[src/rtl/i3c_ctrl_pkg.sv]
// Shared I3C controller definitions: SDR word geometry, sequencer states and
// the T-bit helper used when loading a data word.
package i3c_ctrl_pkg;

  localparam int unsigned SDR_DATA_W = 8;
  localparam int unsigned SDR_WORD_W = SDR_DATA_W + 1;

  typedef enum logic {
    IDLE,
    SHIFT
  } seq_state_t;

  // 9th bit of an SDR word: odd-parity T-bit for I3C, released ACK slot for I2C.
  function automatic logic sdr_tbit(input logic [SDR_DATA_W-1:0] data,
                                    input logic                  tbit_en);
    return tbit_en ? ~^data : 1'b1;
  endfunction

endpackage

[src/rtl/i3c_tx_word_sequencer_ser.sv]
// Parallel-load shift-register serializer; q is the LSB, shifted right on enable.
module i3c_tx_word_sequencer_ser #(
  parameter int unsigned DATA_W = 9
) (
  input  logic              clk,
  input  logic              rst_n,
  input  logic              load,
  input  logic              enable,
  input  logic [DATA_W-1:0] d,
  output logic              q
);

  logic [DATA_W-1:0] sr;

  always_ff @(posedge clk or negedge rst_n) begin
    if (!rst_n) begin
      sr <= '1;
    end else if (load) begin
      sr <= d;
    end else if (enable) begin
      sr <= {1'b1, sr[DATA_W-1:1]};
    end
  end

  assign q = sr[0];

endmodule

[src/rtl/i3c_tx_word_sequencer.sv]
// SDR word transmit sequencer: paces a 9-bit serializer one bit per t_bit+1
// clocks, MSB-first data then T-bit / ACK slot, with back-to-back and abort.
module i3c_tx_word_sequencer
  import i3c_ctrl_pkg::*;
#(
  parameter int unsigned DATA_W = 8,
  parameter int unsigned CNT_W  = 8
) (
  input  logic              clk,
  input  logic              rst_n,
  input  logic              tx_valid,
  input  logic [DATA_W-1:0] tx_data,
  input  logic              tbit_en,
  output logic              tx_ready,
  input  logic [CNT_W-1:0]  t_bit,
  input  logic              abort,
  output logic              sda_o,
  output logic              bit_strobe,
  output logic              word_done,
  output logic              busy
);

  localparam int unsigned WORD_W = DATA_W + 1;
  localparam int unsigned BC_W   = $clog2(WORD_W);
  localparam logic [BC_W-1:0] LAST_BIT = BC_W'(WORD_W - 1);

  seq_state_t        state_q, state_d;
  logic [BC_W-1:0]   bit_cnt_q, bit_cnt_d;
  logic [CNT_W-1:0]  timer_q, timer_d;
  logic [CNT_W-1:0]  t_bit_q, t_bit_d;

  logic              bit_end;
  logic              last_cycle;
  logic              accept;
  logic              ser_load;
  logic              ser_enable;
  logic              ser_q;
  logic [WORD_W-1:0] load_word;

  always_ff @(posedge clk or negedge rst_n) begin
    if (!rst_n) begin
      state_q   <= IDLE;
      bit_cnt_q <= '0;
      timer_q   <= '0;
      t_bit_q   <= '0;
    end else begin
      state_q   <= state_d;
      bit_cnt_q <= bit_cnt_d;
      timer_q   <= timer_d;
      t_bit_q   <= t_bit_d;
    end
  end

  // Data is bit-reversed into the load word so the serializer's LSB-first
  // shift puts the byte MSB on the wire first; the T-bit lands last.
  always_comb begin
    load_word = '0;
    for (int unsigned i = 0; i < DATA_W; i++) begin
      load_word[i] = tx_data[DATA_W-1-i];
    end
    load_word[WORD_W-1] = sdr_tbit(tx_data, tbit_en);
  end

  always_comb begin
    state_d    = state_q;
    bit_cnt_d  = bit_cnt_q;
    timer_d    = timer_q;
    t_bit_d    = t_bit_q;
    ser_load   = 1'b0;
    ser_enable = 1'b0;

    bit_end    = (state_q == SHIFT) && (timer_q == '0);
    last_cycle = bit_end && (bit_cnt_q == LAST_BIT);
    tx_ready   = ~abort & ((state_q == IDLE) | last_cycle);
    accept     = tx_valid & tx_ready;

    bit_strobe = bit_end & ~abort;
    word_done  = last_cycle & ~abort;
    busy       = (state_q != IDLE);
    sda_o      = (state_q == SHIFT) ? ser_q : 1'b1;

    if (abort) begin
      state_d   = IDLE;
      bit_cnt_d = '0;
      timer_d   = '0;
    end else if (accept) begin
      // Also taken on the last cycle of a word, giving a gapless reload.
      ser_load  = 1'b1;
      t_bit_d   = t_bit;
      timer_d   = t_bit;
      bit_cnt_d = '0;
      state_d   = SHIFT;
    end else if (state_q == SHIFT) begin
      if (bit_end) begin
        ser_enable = 1'b1;
        if (last_cycle) begin
          state_d   = IDLE;
          bit_cnt_d = '0;
          timer_d   = '0;
        end else begin
          bit_cnt_d = bit_cnt_q + 1'b1;
          timer_d   = t_bit_q;
        end
      end else begin
        timer_d = timer_q - 1'b1;
      end
    end
  end

  i3c_tx_word_sequencer_ser #(
    .DATA_W(WORD_W)
  ) u_ser (
    .clk    (clk),
    .rst_n  (rst_n),
    .load   (ser_load),
    .enable (ser_enable),
    .d      (load_word),
    .q      (ser_q)
  );

endmodule
[config.mk]
export PLATFORM = sky130hd
export DESIGN_NAME = i3c_tx_word_sequencer
export DESIGN_NICKNAME = d
export VERILOG_FILES = /design/src/rtl/i3c_ctrl_pkg.sv /design/src/rtl/i3c_tx_word_sequencer_ser.sv /design/src/rtl/i3c_tx_word_sequencer.sv
export SDC_FILE = /design/constraint.sdc
export NUM_CORES = 1
export LEC_CHECK = 0
export CAP_MARGIN = 25
export CORE_MARGIN = 3
export CORE_UTILIZATION = 53
export DETAILED_ROUTE_END_ITERATION = 16
export GPL_ROUTABILITY_DRIVEN = 0
export HOLD_SLACK_MARGIN = 0.03
export PLACE_DENSITY = 0.79
export SYNTH_ARGS = -nofsm -noshare
export SYNTH_HDL_FRONTEND = slang
export SYNTH_SLANG_ARGS = --single-unit
[constraint.sdc]
create_clock -name clk -period 3.97 [get_ports clk]
set_clock_uncertainty 0.2 [all_clocks]
set_input_delay 0.5955 -clock clk [delete_from_list [all_inputs] [get_ports clk]]
set_output_delay 0.5955 -clock clk [all_outputs]
set_load 0.03 [all_outputs]
-- Word level (Yosys, flattened, before mapping)
Index checks and enable logic that the tools add are counted.
- eq/ne operators: 1
- multiplexer cells: 25
- bitwise logic cells: 7
- reductions and logical operators: 9
- $add $sub $neg: 2
- operator list (kind ; count):
    $mux 8 ; 5
    $mux 4 ; 5
    $mux 9 ; 2
    $mux 1 ; 13
    $logic_not 8->1 ; 1
    $reduce_xnor 8->1 ; 1
    $sub 8x1->8 const B ; 1
    $reduce_bool 3->1 ; 2
    $add 4x1->4 const B ; 1
    $and 1x1->1 ; 4
    $eq 4x4->1 const B ; 1
    $reduce_and 2->1 ; 2
    $logic_and 1x1->1 ; 2
    $not 1->1 ; 2
    $reduce_bool 2->1 ; 1
    $or 1x1->1 ; 1
- output and inout port bits: 5
- register bits: 30
- word-level logic and storage cells: 49
- input bits: 21

-- Logic depth before layout (Yosys ltp)
Gate-level depths: netlist of run 1.
- depth in word-level cells: 10
- depth in mapped cells: 8
- gate-level depth less buffers: 7

-- Hierarchy
Synthesis of run 1 repeated with hierarchy kept, for this count alone.
- cells, all modules: 187
- area total of the unflattened synthesis: 1815.5 µm²
- modules (own cells, without submodules) (module ; instances ; seq. area each (µm²) ; cells an instance ; area an instance (µm²)):
    i3c_tx_word_sequencer ; 1 ; 525.5 ; 148 ; 1378.8
    i3c_tx_word_sequencer_ser ; 1 ; 236.5 ; 39 ; 436.7

-- Worst setup path after synthesis of run 1
OpenSTA, ideal clock, no wires.
- path type: register to output
- from: reg state_q, in the netlist busy
- to: out word_done
- buffers on the path: 1
- data arrival time: 1.840 ns
- cell stages (with the launch flop): 5
- data required time: 3.174 ns
- setup slack: 1.335 ns
- cells stage by stage: dfrtp_1 buf_2 and4bb_2 nand2_2 nor3_1
- cells in the longest elaborated chain, start to end: 3
- RTL lines (item ; RTL line ; source):
    from (decl) ; i3c_tx_word_sequencer.sv:27 ; seq_state_t state_q, state_d;
    from (signal assigned) ; i3c_tx_word_sequencer.sv:47 ; state_q <= state_d;
    $logic_and 1x1->1 ; i3c_tx_word_sequencer.sv:72 ; bit_end = (state_q == SHIFT) && (timer_q == '0);
    $logic_and 1x1->1 ; i3c_tx_word_sequencer.sv:73 ; last_cycle = bit_end && (bit_cnt_q == LAST_BIT);
    $and 1x1->1 ; i3c_tx_word_sequencer.sv:78 ; word_done = last_cycle & ~abort;
    to (decl) ; i3c_tx_word_sequencer.sv:19 ; output logic word_done,
Every way passes these cells.

-- Worst setup path in the final report of run 1
- from: reg timer_q[0]
- to: out bit_strobe
- cells in the longest elaborated chain, start to end: 3
- RTL lines (item ; RTL line ; source):
    from (decl) ; i3c_tx_word_sequencer.sv:29 ; logic [CNT_W-1:0] timer_q, timer_d;
    from (signal assigned) ; i3c_tx_word_sequencer.sv:49 ; timer_q <= timer_d;
    $logic_not 8->1 ; i3c_tx_word_sequencer.sv:72 ;
    $logic_and 1x1->1 ; i3c_tx_word_sequencer.sv:72 ;
    $and 1x1->1 ; i3c_tx_word_sequencer.sv:77 ; bit_strobe = bit_end & ~abort;
    to (decl) ; i3c_tx_word_sequencer.sv:18 ; output logic bit_strobe,
Every way passes these cells.

==> results of run 1 <==
==> critical path: cells and delay by family (launching register included) <==
family / cells / cell delay, ns
buf+inv: 2 / 0.84
flops: 1 / 0.45
fa+ha+maj: 1 / 0.27
simple gates: 3 / 0.87
==> registers in the layout, summed over array words and instances, names as in the netlist <==
name       cells
timer_q        8
t_bit_q        8
bit_cnt_q      4
busy           1
u_ser.sr       9
==> cell families after synthesis <==
group,count (synthesis),share of synthesized area
DFF,30,0.454
AOI/OAI and AO/OA,34,0.125
xor gates and xnor gates,10,0.0522
adders and majority gates,3,0.0224
muxes,9,0.0544
buffers and inverters,12,0.0373
and+or+nand+nor,84,0.255
==> through the flow <==
step,cells,total power (uW),hold slack [ns],setup slack (ns),util
5_1_grt,254,882,0.310,0.259,0.713
3_3_place_gp,245,603,0.264,0.760,0.680
2_1_floorplan,182,543,0.0999,1.33,-
4_1_cts,254,839,0.288,0.426,0.713
6_report,254,836,0.291,0.420,0.713
3_5_place_dp,246,613,0.269,0.729,0.686
==> cells in the mapped netlist (all sizes together) <==
master | count | area, um^2
and4bb | 1 | 12.5
a22oi | 4 | 30.0
ha | 3 | 37.5
xor2 | 2 | 17.5
mux2i | 8 | 80.1
xnor2 | 8 | 70.1
nor3b | 2 | 15.0
mux2 | 1 | 11.3
nor2 | 11 | 48.8
o31ai | 1 | 7.51
o21ai | 13 | 65.1
or3 | 2 | 12.5
nor3 | 6 | 41.3
or4 | 1 | 7.51
a2111oi | 1 | 8.76
nand3b | 2 | 15.0
nand4 | 5 | 31.3
nand2b | 3 | 18.8
o31a | 1 | 8.76
a221o | 1 | 10.0
nand2 | 43 | 164
a21oi | 6 | 30.0
nor4 | 1 | 21.3
buf | 4 | 32.5
and3b | 1 | 8.76
o311ai | 1 | 8.76
a21o | 1 | 7.51
inv | 6 | 22.5
nand3 | 5 | 25.0
a31oi | 3 | 18.8
dfrtp | 21 | 526
clkbuf | 2 | 7.51
a211oi | 2 | 15.0
and2 | 1 | 6.26
dfstp | 9 | 236
==> path summary, 6_finish.rpt <==
check	to	depth (start not counted)	from
setup / recovery	bit_strobe	6	timer_q[0]
hold / removal	t_bit_q[5]	2	t_bit_q[5]
setup reg to reg	u_ser.sr[8]	8	timer_q[0]
hold reg to reg	t_bit_q[5]	2	t_bit_q[5]
max in group asynchronous	u_ser.sr[0]	3	rst_n
min in group asynchronous	bit_cnt_q[2]	1	rst_n
==> final cells by class <==
class | instances | area, um^2 | area share
multi-input combinational | 140 | 855 | 0.417
tap | 42 | 52.6 | 0.0256
clock buffer | 8 | 78.8 | 0.0384
sequential | 30 | 762 | 0.372
timing repair buffer | 28 | 280 | 0.137
inverter | 6 | 22.5 | 0.0110
==> metal layers <==
layer,track usage,part of all wire
met5,0,0
met4,0.0909,0.019
met3,0.0559,0.074
met2,0.313,0.47
met1,0.262,0.44
==> power breakdown <==
group          switching (uW)  leakage [uW]  internal [uW]  total, uW
Combinational             103      0.000435           97.7        201
Sequential               41.9      0.000368            368        410
Clock                     105     0.0000446            121        226
Total                     249      0.000847            587        836
==> impl_metrics.sql, run 1 <==
INSERT INTO impl_metrics (metric_group, metric, value, unit) VALUES
('detailed_routing', 'route.detailed.wl_per_inst', '14.9', 'um'),
('yosys', 'syn_inst', '182', ''),
('sta', 'finalCritPeriodShare', '0.894', ''),
('global_routing', 'globalRouteOverflowTotal', '0', ''),
('critical_path', 'worstPathMaxFanout', '10', ''),
('global_routing', 'grt_pass1_wl', '6150', 'um'),
('global_routing', 'globalRouteTotalUtil', '0.201', ''),
('critical_path', 'critPathSlowestCell', 'clkdlybuf4s50_1', ''),
('layout', 'num-nets-final', '235', ''),
('clock_tree', 'max-clock-path-buffers', '2', ''),
('yosys', 'yosys.cell_types.count', '40', ''),
('die', 'die_y', '62.3', 'um'),
('critical_path', 'worst-endpoint-arrival', '2.75', 'ns'),
('sta', 'setup_tns', '0', 'ns'),
('clock_tree', 'cts_tree', 'done', ''),
('critical_path', 'crit_type', 'register to output pin', ''),
('die', 'boundaryPins', '26', ''),
('pwr', 'power.density', '408', 'nW/um^2'),
('clock_tree', 'clock_root_buffer', 'clkbuf_4', ''),
('yosys', 'synth_area', '1680', 'um^2'),
('sta', 'slew-limit-headroom', '0.378', ''),
('clock_tree', 'cts_max_level', '2', ''),
('clock_tree', 'cts_buffers', '5', ''),
('critical_path', 'timing.critical_path.cells', 'inv_1 -> ha_1 -> and4bb_2 -> nand2_2 -> nor2_4 -> clkdlybuf4s50_1', ''),
('sta', 'final_period_minus_worst_setup_slack', '3.55', 'ns'),
('sta', 'final_max_slew_viol_count', '0', ''),
('die', 'std_cell_rows', '19', ''),
('detailed_routing', 'post-route-drc-count', '0', ''),
('layout', 'n_antenna_cell', '0', ''),
('yosys', 'number_of_flip_flops_and_latches_in_the_synthesized_netlist', '30', ''),
('clock_tree', 'cts_sinks', '30', ''),
('yosys', 'postSynthNetCount', '206', ''),
('pwr', 'static-leakage-power', '0.000847', 'uW'),
('critical_path', 'timing.critical_path.from_type', 'register', ''),
('critical_path', 'reg2reg_slack', '1.35', 'ns'),
('detailed_routing', 'drt_pass1_iterations', '5', ''),
('detailed_routing', 'finalWirelength', '3790', 'um'),
('place', 'port_buffers', '25', ''),
('global_routing', 'grt_start_max_net_pins', '20', ''),
('clock_tree', 'post-cts-setup-buffers', '0', ''),
('yosys', 'yosysSeqAreaShare', '0.454', ''),
('detailed_routing', 'routed-via-count', '1459', ''),
('detailed_routing', 'drt_iter0_markers', '133', ''),
('global_routing', 'antenna_violations_before_repair', '0', ''),
('layout', 'layout.cell_area.non_filler', '2050', 'um^2'),
('flow_run', 'max_cap_viol_count', '0', ''),
('layout', 'layout.cells.most_common', 'nand2_1', ''),
('layout', 'fillerInstances', '218', ''),
('clock_tree', 'worstSkewPairLatency', '0.33', 'ns'),
('run_status', 'run_status', 'completed', ''),
('layout', 'final_layout_size_suffix_gt1_frac', '0.123', ''),
('sta', 'grt_setup_unrepaired', 'no', ''),
('die', 'floorplan.initialDensity', '0.584', ''),
('die', 'die_area', '3880', 'um^2'),
('layout', 'mostFrequentLayoutCells', '42 x nand2_1, 25 x clkdlybuf4s50_1, 21 x dfrtp_1, 10 x nor2_1', ''),
('die', 'width_of_the_die', '62.3', 'um'),
('place', 'dpl.hpwl', '2760', 'um'),
('detailed_routing', 'via_per_inst', '5.74', ''),
('yosys', 'synth_warnings', '0', ''),
('sta', 'hold_violations', '0', ''),
('critical_path', 'critical-path-max-stage-delay', '0.75', 'ns'),
('clock_tree', 'clk_transition_reported_paths', '0.09', 'ns'),
('clock_tree', 'cts_resized', '0', ''),
('sta', 'timing_worst_slew_pin_value', '0.927', 'ns'),
('critical_path', 'critPathRequiredTime', '3.17', 'ns'),
('detailed_routing', 'postRouteAntennaNets', '0', ''),
('sta', 'final-setup-viol-count', '0', ''),
('global_routing', 'grt_pass1_vias', '1325', ''),
('clock_tree', 'cts-hold-fix-buffers', '0', ''),
('die', 'core_area', '2880', 'um^2'),
('worst_hold_path', 'min_path_type', 'register to register', ''),
('yosys', 'syn-mean-instance-area', '9.23', 'um^2'),
('place', 'place_area', '1970', 'um^2'),
('layout', 'layout-area-overhead-vs-synth', '22.1', '%'),
('sta', 'clock.fmax', '282', 'MHz'),
('pwr', 'ir_drop', '0.000220', 'V'),
('critical_path', 'crit_path_end_kind', 'output pin', '');
Note: power is estimated with default switching activity, not from simulation.
==> run 2: changes to the inputs <==
--- a/config.mk
+++ b/config.mk
@@ -6,12 +6,11 @@
 export NUM_CORES = 1
 export LEC_CHECK = 0
 export CAP_MARGIN = 25
-export CORE_MARGIN = 3
-export CORE_UTILIZATION = 53
+export CORE_UTILIZATION = 57
 export DETAILED_ROUTE_END_ITERATION = 16
 export GPL_ROUTABILITY_DRIVEN = 0
 export HOLD_SLACK_MARGIN = 0.03
-export PLACE_DENSITY = 0.79
+export PLACE_DENSITY = 0.84
 export SYNTH_ARGS = -nofsm -noshare
 export SYNTH_HDL_FRONTEND = slang
 export SYNTH_SLANG_ARGS = --single-unit
==> run 2 against run 1 <==
Compared with the run above: first-iteration DRC count fell by 19%; via count is 3.0% lower; cell count is 4.3% lower; sequential power about the same; critical path depth unchanged; sequential share of layout area increased by 0.14 points; cell area decreased by 0.37%; fmax rose by 0.74%; utilization rose by 2.2 points; routed wire length rose by 0.13%; largest power group unchanged; hold slack improved by 0.0059 ns.
==> impl_metrics.sql, run 2 (synthesized netlist as in run 1, its figures left out) <==
INSERT INTO impl_metrics (metric_group, metric, value, unit) VALUES
('run_status', 'run_status', 'completed', ''),
('detailed_routing', 'via_per_inst', '5.82', ''),
('sta', 'slew-limit-headroom', '0.411', ''),
('place', 'placed_cells_incl_taps', '234', ''),
('worst_hold_path', 'min_path_type', 'register to register', ''),
('layout', 'num-nets-final', '235', ''),
('layout', 'post_layout_nonfiller_instances', '243', ''),
('die', 'boundaryPins', '26', ''),
('global_routing', 'globalRouteTotalUtil', '0.260', ''),
('layout', 'largest_register', 'u_ser.sr', ''),
('global_routing', 'grt_pass1_vias', '1344', ''),
('layout', 'layout.cell_area.non_filler', '2040', 'um^2'),
('critical_path', 'worst_path_dominant_cell_family', 'simple AND/OR/NAND/NOR gates', ''),
('detailed_routing', 'post-route-drc-count', '0', ''),
('pwr', 'power.density', '424', 'nW/um^2'),
('sta', 'clock.fmax', '284', 'MHz'),
('layout', 'layout.cells.most_common', 'nand2_1', ''),
('clock_tree', 'worstSkewPairLatency', '0.33', 'ns'),
('layout', 'final_layout_size_suffix_gt1_frac', '0.118', ''),
('layout', 'layout.area.seq', '762', 'um^2'),
('clock_tree', 'cts_resized', '0', ''),
('detailed_routing', 'finalWirelength', '3800', 'um'),
('clock_tree', 'cts-hold-fix-buffers', '0', ''),
('layout', 'fillerInstances', '223', ''),
('die', 'width_of_the_die', '56.3', 'um'),
('critical_path', 'worstPathMaxFanout', '10', ''),
('layout', 'layout-area-overhead-vs-synth', '21.7', '%'),
('die', 'floorplan.initialDensity', '0.604', ''),
('detailed_routing', 'route.detailed.wl_per_inst', '15.6', 'um'),
('critical_path', 'crit_type', 'register to output pin', ''),
('layout', 'largest_register_ffs', '9', ''),
('global_routing', 'globalRouteOverflowTotal', '0', ''),
('sta', 'final_max_slew_viol_count', '0', ''),
('critical_path', 'crit_path_end_kind', 'output pin', ''),
('global_routing', 'antenna_violations_before_repair', '0', ''),
('clock_tree', 'max-clock-path-buffers', '2', ''),
('critical_path', 'critical-path-max-stage-delay', '0.74', 'ns'),
('place', 'detailedPlace.worstSlack', '0.718', 'ns'),
('place', 'port_buffers', '25', ''),
('sta', 'final_period_minus_worst_setup_slack', '3.52', 'ns'),
('critical_path', 'timing.critical_path.from_type', 'register', ''),
('critical_path', 'timing.critical_path.cells', 'inv_1 -> ha_1 -> and4bb_2 -> nand2_2 -> nor2_4 -> clkdlybuf4s50_1', ''),
('detailed_routing', 'postRouteAntennaNets', '0', ''),
('sta', 'timing_worst_slew_pin_value', '0.877', 'ns'),
('sta', 'grt_setup_unrepaired', 'no', ''),
('die', 'std_cell_rows', '19', ''),
('die', 'die_area', '3170', 'um^2'),
('clock_tree', 'clk_transition_reported_paths', '0.10', 'ns'),
('flow_run', 'max_cap_viol_count', '0', ''),
('layout', 'n_antenna_cell', '0', ''),
('critical_path', 'critPathSlowestCell', 'clkdlybuf4s50_1', ''),
('sta', 'finalCritPeriodShare', '0.888', ''),
('sta', 'final_critical_path_setup_slack', '0.446', 'ns'),
('layout', 'mostFrequentLayoutCells', '42 x nand2_1, 25 x clkdlybuf4s50_1, 21 x dfrtp_1, 10 x nor2_1', ''),
('clock_tree', 'cts_buffers', '5', ''),
('die', 'die_y', '56.3', 'um'),
('die', 'core_area', '2780', 'um^2'),
('critical_path', 'total_buffers_and_inverters_traversed_by_the_critical_path', '2', ''),
('sta', 'setup_tns', '0', 'ns'),
('clock_tree', 'cts_tree', 'done', ''),
('clock_tree', 'cts_max_level', '2', ''),
('detailed_routing', 'routed-via-count', '1415', ''),
('place', 'dpl.hpwl', '2800', 'um'),
('layout', 'multi_input_gate_area', '855', 'um^2'),
('global_routing', 'grt_pass1_wl', '6230', 'um'),
('detailed_routing', 'drt_iter0_markers', '108', ''),
('sta', 'final-setup-viol-count', '0', ''),
('detailed_routing', 'drt_pass1_iterations', '4', ''),
('global_routing', 'grt_start_max_net_pins', '29', ''),
('critical_path', 'critPathRequiredTime', '3.17', 'ns'),
('sta', 'hold_violations', '0', ''),
('clock_tree', 'clock_root_buffer', 'clkbuf_4', ''),
('pwr', 'post-layout-total-power', '867', 'uW'),
('pwr', 'static-leakage-power', '0.000848', 'uW'),
('clock_tree', 'post-cts-setup-buffers', '0', ''),
('clock_tree', 'cts_sinks', '30', ''),
('layout', 'biggestRegsByFlops', 'u_ser.sr: 9 flops, t_bit_q: 8 flops, timer_q: 8 flops', ''),
('pwr', 'ir_drop', '0.000354', 'V'),
('critical_path', 'worst-endpoint-arrival', '2.73', 'ns'),
('place', 'place_area', '1940', 'um^2');
-- run 2: layer usage --
| layer | track usage | wire (um) | share of wire | vias to the layer above |
|---|---|---|---|---|
| li1 | - | - | - | 699 |
| met1 | 0.354 | 1700 | 0.45 | 665 |
| met2 | 0.420 | 1880 | 0.49 | 43 |
| met3 | 0.0484 | 165 | 0.043 | 8 |
| met4 | 0.0871 | 53 | 0.014 | 0 |
| met5 | 0 | 0 | 0 | - |
-- run 2: worst paths after layout --
check / cells after the start / start / to / slack (ns)
hold / removal: 2 / t_bit_q[2] / t_bit_q[2] / 0.30
min in group asynchronous: 1 / rst_n / t_bit_q[6] / 0.39
setup / recovery: 6 / timer_q[0] / bit_strobe / 0.45
setup reg to reg: 7 / timer_q[0] / timer_q[3] / 1.45
hold reg to reg: 2 / t_bit_q[2] / t_bit_q[2] / 0.30
max in group asynchronous: 3 / rst_n / u_ser.sr[4] / 2.47
-- run 2: area by class of cell --
| class | count | area share |
|---|---|---|
| multi-input combinational | 140 | 0.418 |
| tap | 31 | 0.0190 |
| inverter | 6 | 0.0110 |
| sequential | 30 | 0.373 |
| timing repair buffer | 28 | 0.137 |
| clock buffer | 7 | 0.0269 |
| clock inverter | 1 | 0.0147 |
-- run 2: worst register-to-register path: stages (launching register included) --
cell and delay [ns]:
dfrtp_1 0.47, inv_1 0.08, ha_1 0.27, and4bb_2 0.31, a31oi_1 0.41, nor3_4 0.05
buf_4 0.24, a221o_1 0.38
-- run 2: where the power goes --
| part | total [uW] | switching [uW] | leakage [uW] | internal, uW |
|---|---|---|---|---|
| Sequential | 410 | 42.1 | 0.000368 | 368 |
| Clock | 252 | 102 | 0.0000455 | 150 |
| Combinational | 204 | 107 | 0.000435 | 97.6 |
-- run 2: metrics by stage --
stage,hold slack (ns),util
detailed placement,0.265,0.699
finish,0.297,0.735
floorplan,0.0999,-
CTS,0.295,0.729
global placement,0.264,0.699
global route,0.306,0.735
==> run 3: changes to the inputs <==
--- a/config.mk
+++ b/config.mk
@@ -6,6 +6,7 @@
 export NUM_CORES = 1
 export LEC_CHECK = 0
 export CAP_MARGIN = 25
+export CORE_MARGIN = 10
 export CORE_UTILIZATION = 57
 export DETAILED_ROUTE_END_ITERATION = 16
 export GPL_ROUTABILITY_DRIVEN = 0
==> run 3 against run 2 <==
Compared with the run above: utilization decreased by 0.63 points; die area grew 74%; total power fell by 6.8%; fmax is 1.6% lower; critical path depth stayed put; clock power shrank 24%.
==> impl_metrics.sql, run 3 (synthesized netlist as in run 1, its figures left out) <==
INSERT INTO impl_metrics (metric_group, metric, value, unit) VALUES
('sta', 'final_max_slew_viol_count', '0', ''),
('die', 'width_of_the_die', '74.3', 'um'),
('detailed_routing', 'route.detailed.wl_per_inst', '17.0', 'um'),
('detailed_routing', 'finalWirelength', '4150', 'um'),
('layout', 'fillerInstances', '216', ''),
('detailed_routing', 'via_per_inst', '6.06', ''),
('die', 'die_area', '5520', 'um^2'),
('critical_path', 'worstPathMaxFanout', '10', ''),
('layout', 'mostFrequentLayoutCells', '42 x nand2_1, 25 x clkdlybuf4s50_1, 21 x dfrtp_1, 10 x nor2_1', ''),
('clock_tree', 'worstSkewPairLatency', '0.34', 'ns'),
('die', 'boundaryPins', '26', ''),
('global_routing', 'antenna_violations_before_repair', '0', ''),
('clock_tree', 'max-clock-path-buffers', '2', ''),
('layout', 'num-nets-final', '236', ''),
('place', 'port_buffers', '25', ''),
('detailed_routing', 'drt_iter0_markers', '167', ''),
('global_routing', 'grt_start_max_net_pins', '29', ''),
('layout', 'n_antenna_cell', '0', ''),
('pwr', 'ir_drop', '0.000353', 'V'),
('sta', 'hold-worst-slack', '0.297', 'ns'),
('sta', 'final_period_minus_worst_setup_slack', '3.58', 'ns'),
('global_routing', 'grt_pass1_wl', '7020', 'um'),
('pwr', 'static-leakage-power', '0.000843', 'uW'),
('critical_path', 'crit_path_end_kind', 'output pin', ''),
('worst_hold_path', 'min_path_type', 'register to register', ''),
('clock_tree', 'cts_tree', 'done', ''),
('pwr', 'power.density', '399', 'nW/um^2'),
('global_routing', 'globalRouteOverflowTotal', '0', ''),
('run_status', 'run_status', 'completed', ''),
('sta', 'timing_worst_slew_pin_value', '0.935', 'ns'),
('clock_tree', 'post-cts-setup-buffers', '0', ''),
('detailed_routing', 'postRouteAntennaNets', '0', ''),
('detailed_routing', 'routed-via-count', '1478', ''),
('sta', 'final_critical_path_setup_slack', '0.390', 'ns'),
('layout', 'largest_register', 'u_ser.sr', ''),
('flow_run', 'max_cap_viol_count', '0', ''),
('die', 'std_cell_rows', '19', ''),
('clock_tree', 'clk_transition_reported_paths', '0.09', 'ns'),
('sta', 'finalCritPeriodShare', '0.902', ''),
('die', 'floorplan.initialDensity', '0.604', ''),
('critical_path', 'timing.critical_path.cells', 'inv_1 -> ha_1 -> and4bb_2 -> nand2_2 -> nor2_4 -> clkdlybuf4s50_1', ''),
('clock_tree', 'cts_resized', '0', ''),
('clock_tree', 'cts-hold-fix-buffers', '0', ''),
('layout', 'largest_register_ffs', '9', ''),
('die', 'core_area', '2780', 'um^2'),
('critical_path', 'critical-path-max-stage-delay', '0.75', 'ns'),
('sta', 'slew-limit-headroom', '0.372', ''),
('layout', 'layout-area-overhead-vs-synth', '20.6', '%'),
('sta', 'grt_setup_unrepaired', 'no', ''),
('global_routing', 'grt_pass1_vias', '1499', ''),
('critical_path', 'timing.critical_path.from_type', 'register', ''),
('sta', 'final-setup-viol-count', '0', ''),
('sta', 'setup_tns', '0', 'ns'),
('detailed_routing', 'drt_pass1_iterations', '4', ''),
('critical_path', 'worst-endpoint-arrival', '2.78', 'ns'),
('detailed_routing', 'post-route-drc-count', '0', ''),
('global_routing', 'globalRouteTotalUtil', '0.162', ''),
('sta', 'clock.fmax', '279', 'MHz'),
('clock_tree', 'cts_sinks', '30', ''),
('critical_path', 'crit_type', 'register to output pin', ''),
('place', 'detailedPlace.worstSlack', '0.804', 'ns'),
('layout', 'layout.cells.most_common', 'nand2_1', ''),
('clock_tree', 'cts_buffers', '5', ''),
('die', 'die_y', '74.3', 'um'),
('clock_tree', 'cts_max_level', '2', ''),
('critical_path', 'critPathRequiredTime', '3.17', 'ns'),
('sta', 'hold_violations', '0', ''),
('layout', 'biggestRegsByFlops', 'u_ser.sr: 9 flops, t_bit_q: 8 flops, timer_q: 8 flops', ''),
('clock_tree', 'clock_root_buffer', 'clkbuf_4', ''),
('layout', 'final_layout_size_suffix_gt1_frac', '0.122', ''),
('place', 'dpl.hpwl', '3000', 'um'),
('critical_path', 'critPathSlowestCell', 'clkdlybuf4s50_1', '');
run 3: changes by cell type in the layout (fill, tap and decap cells not counted), sizes merged:
cell,change
clkinv,+1
buf,+1
bufinv,-1
run 3: layer usage:
metal / vias up / part of all wire / track usage
li1: 702 / - / -
met1: 723 / 0.42 / 0.193
met3: 10 / 0.053 / 0.0559
met4: 0 / 0.018 / 0.0752
met2: 43 / 0.51 / 0.258
met5: - / 0 / 0
run 3: worst paths after layout:
path | end | slack [ns] | start | depth (start not counted)
min in group asynchronous | timer_q[2] | 0.40 | rst_n | 1
hold / removal | t_bit_q[6] | 0.30 | t_bit_q[6] | 2
setup reg to reg | timer_q[3] | 1.37 | timer_q[0] | 7
setup / recovery | bit_strobe | 0.39 | timer_q[0] | 6
hold reg to reg | t_bit_q[6] | 0.30 | t_bit_q[6] | 2
max in group asynchronous | u_ser.sr[5] | 2.54 | rst_n | 2
run 3: stage by stage:
stage / util / total power (uW) / std cells / instance area, um^2
global placement: 0.701 / 603 / 235 / 1950
finish: 0.728 / 808 / 244 / 2030
detailed placement: 0.701 / 616 / 235 / 1950
global route: 0.728 / 852 / 244 / 2030
floorplan: - / 543 / 182 / 1680
CTS: 0.723 / 807 / 243 / 2010
run 3: layout make-up:
class,count,area [um^2],share of cell area
clock inverter,1,5.00,0.00247
sequential,30,762,0.376
timing repair buffer,29,288,0.142
inverter,6,22.5,0.0111
clock buffer,7,55.1,0.0272
multi-input combinational,140,855,0.422
tap,31,38.8,0.0191
run 3: where the power goes:
part | switching (uW) | total (uW) | leakage (uW) | internal (uW)
clock network | 107 | 192 | 0.0000353 | 85.7
registers | 42.7 | 411 | 0.000368 | 368
logic | 107 | 205 | 0.000440 | 98.5
run 3: worst max-delay path: cells and delay by family (launching register included):
family / cells / cell delay (ns)
fa+ha+maj: 1 / 0.27
buf+inv: 2 / 0.87
flops: 1 / 0.47
simple gates: 3 / 0.83
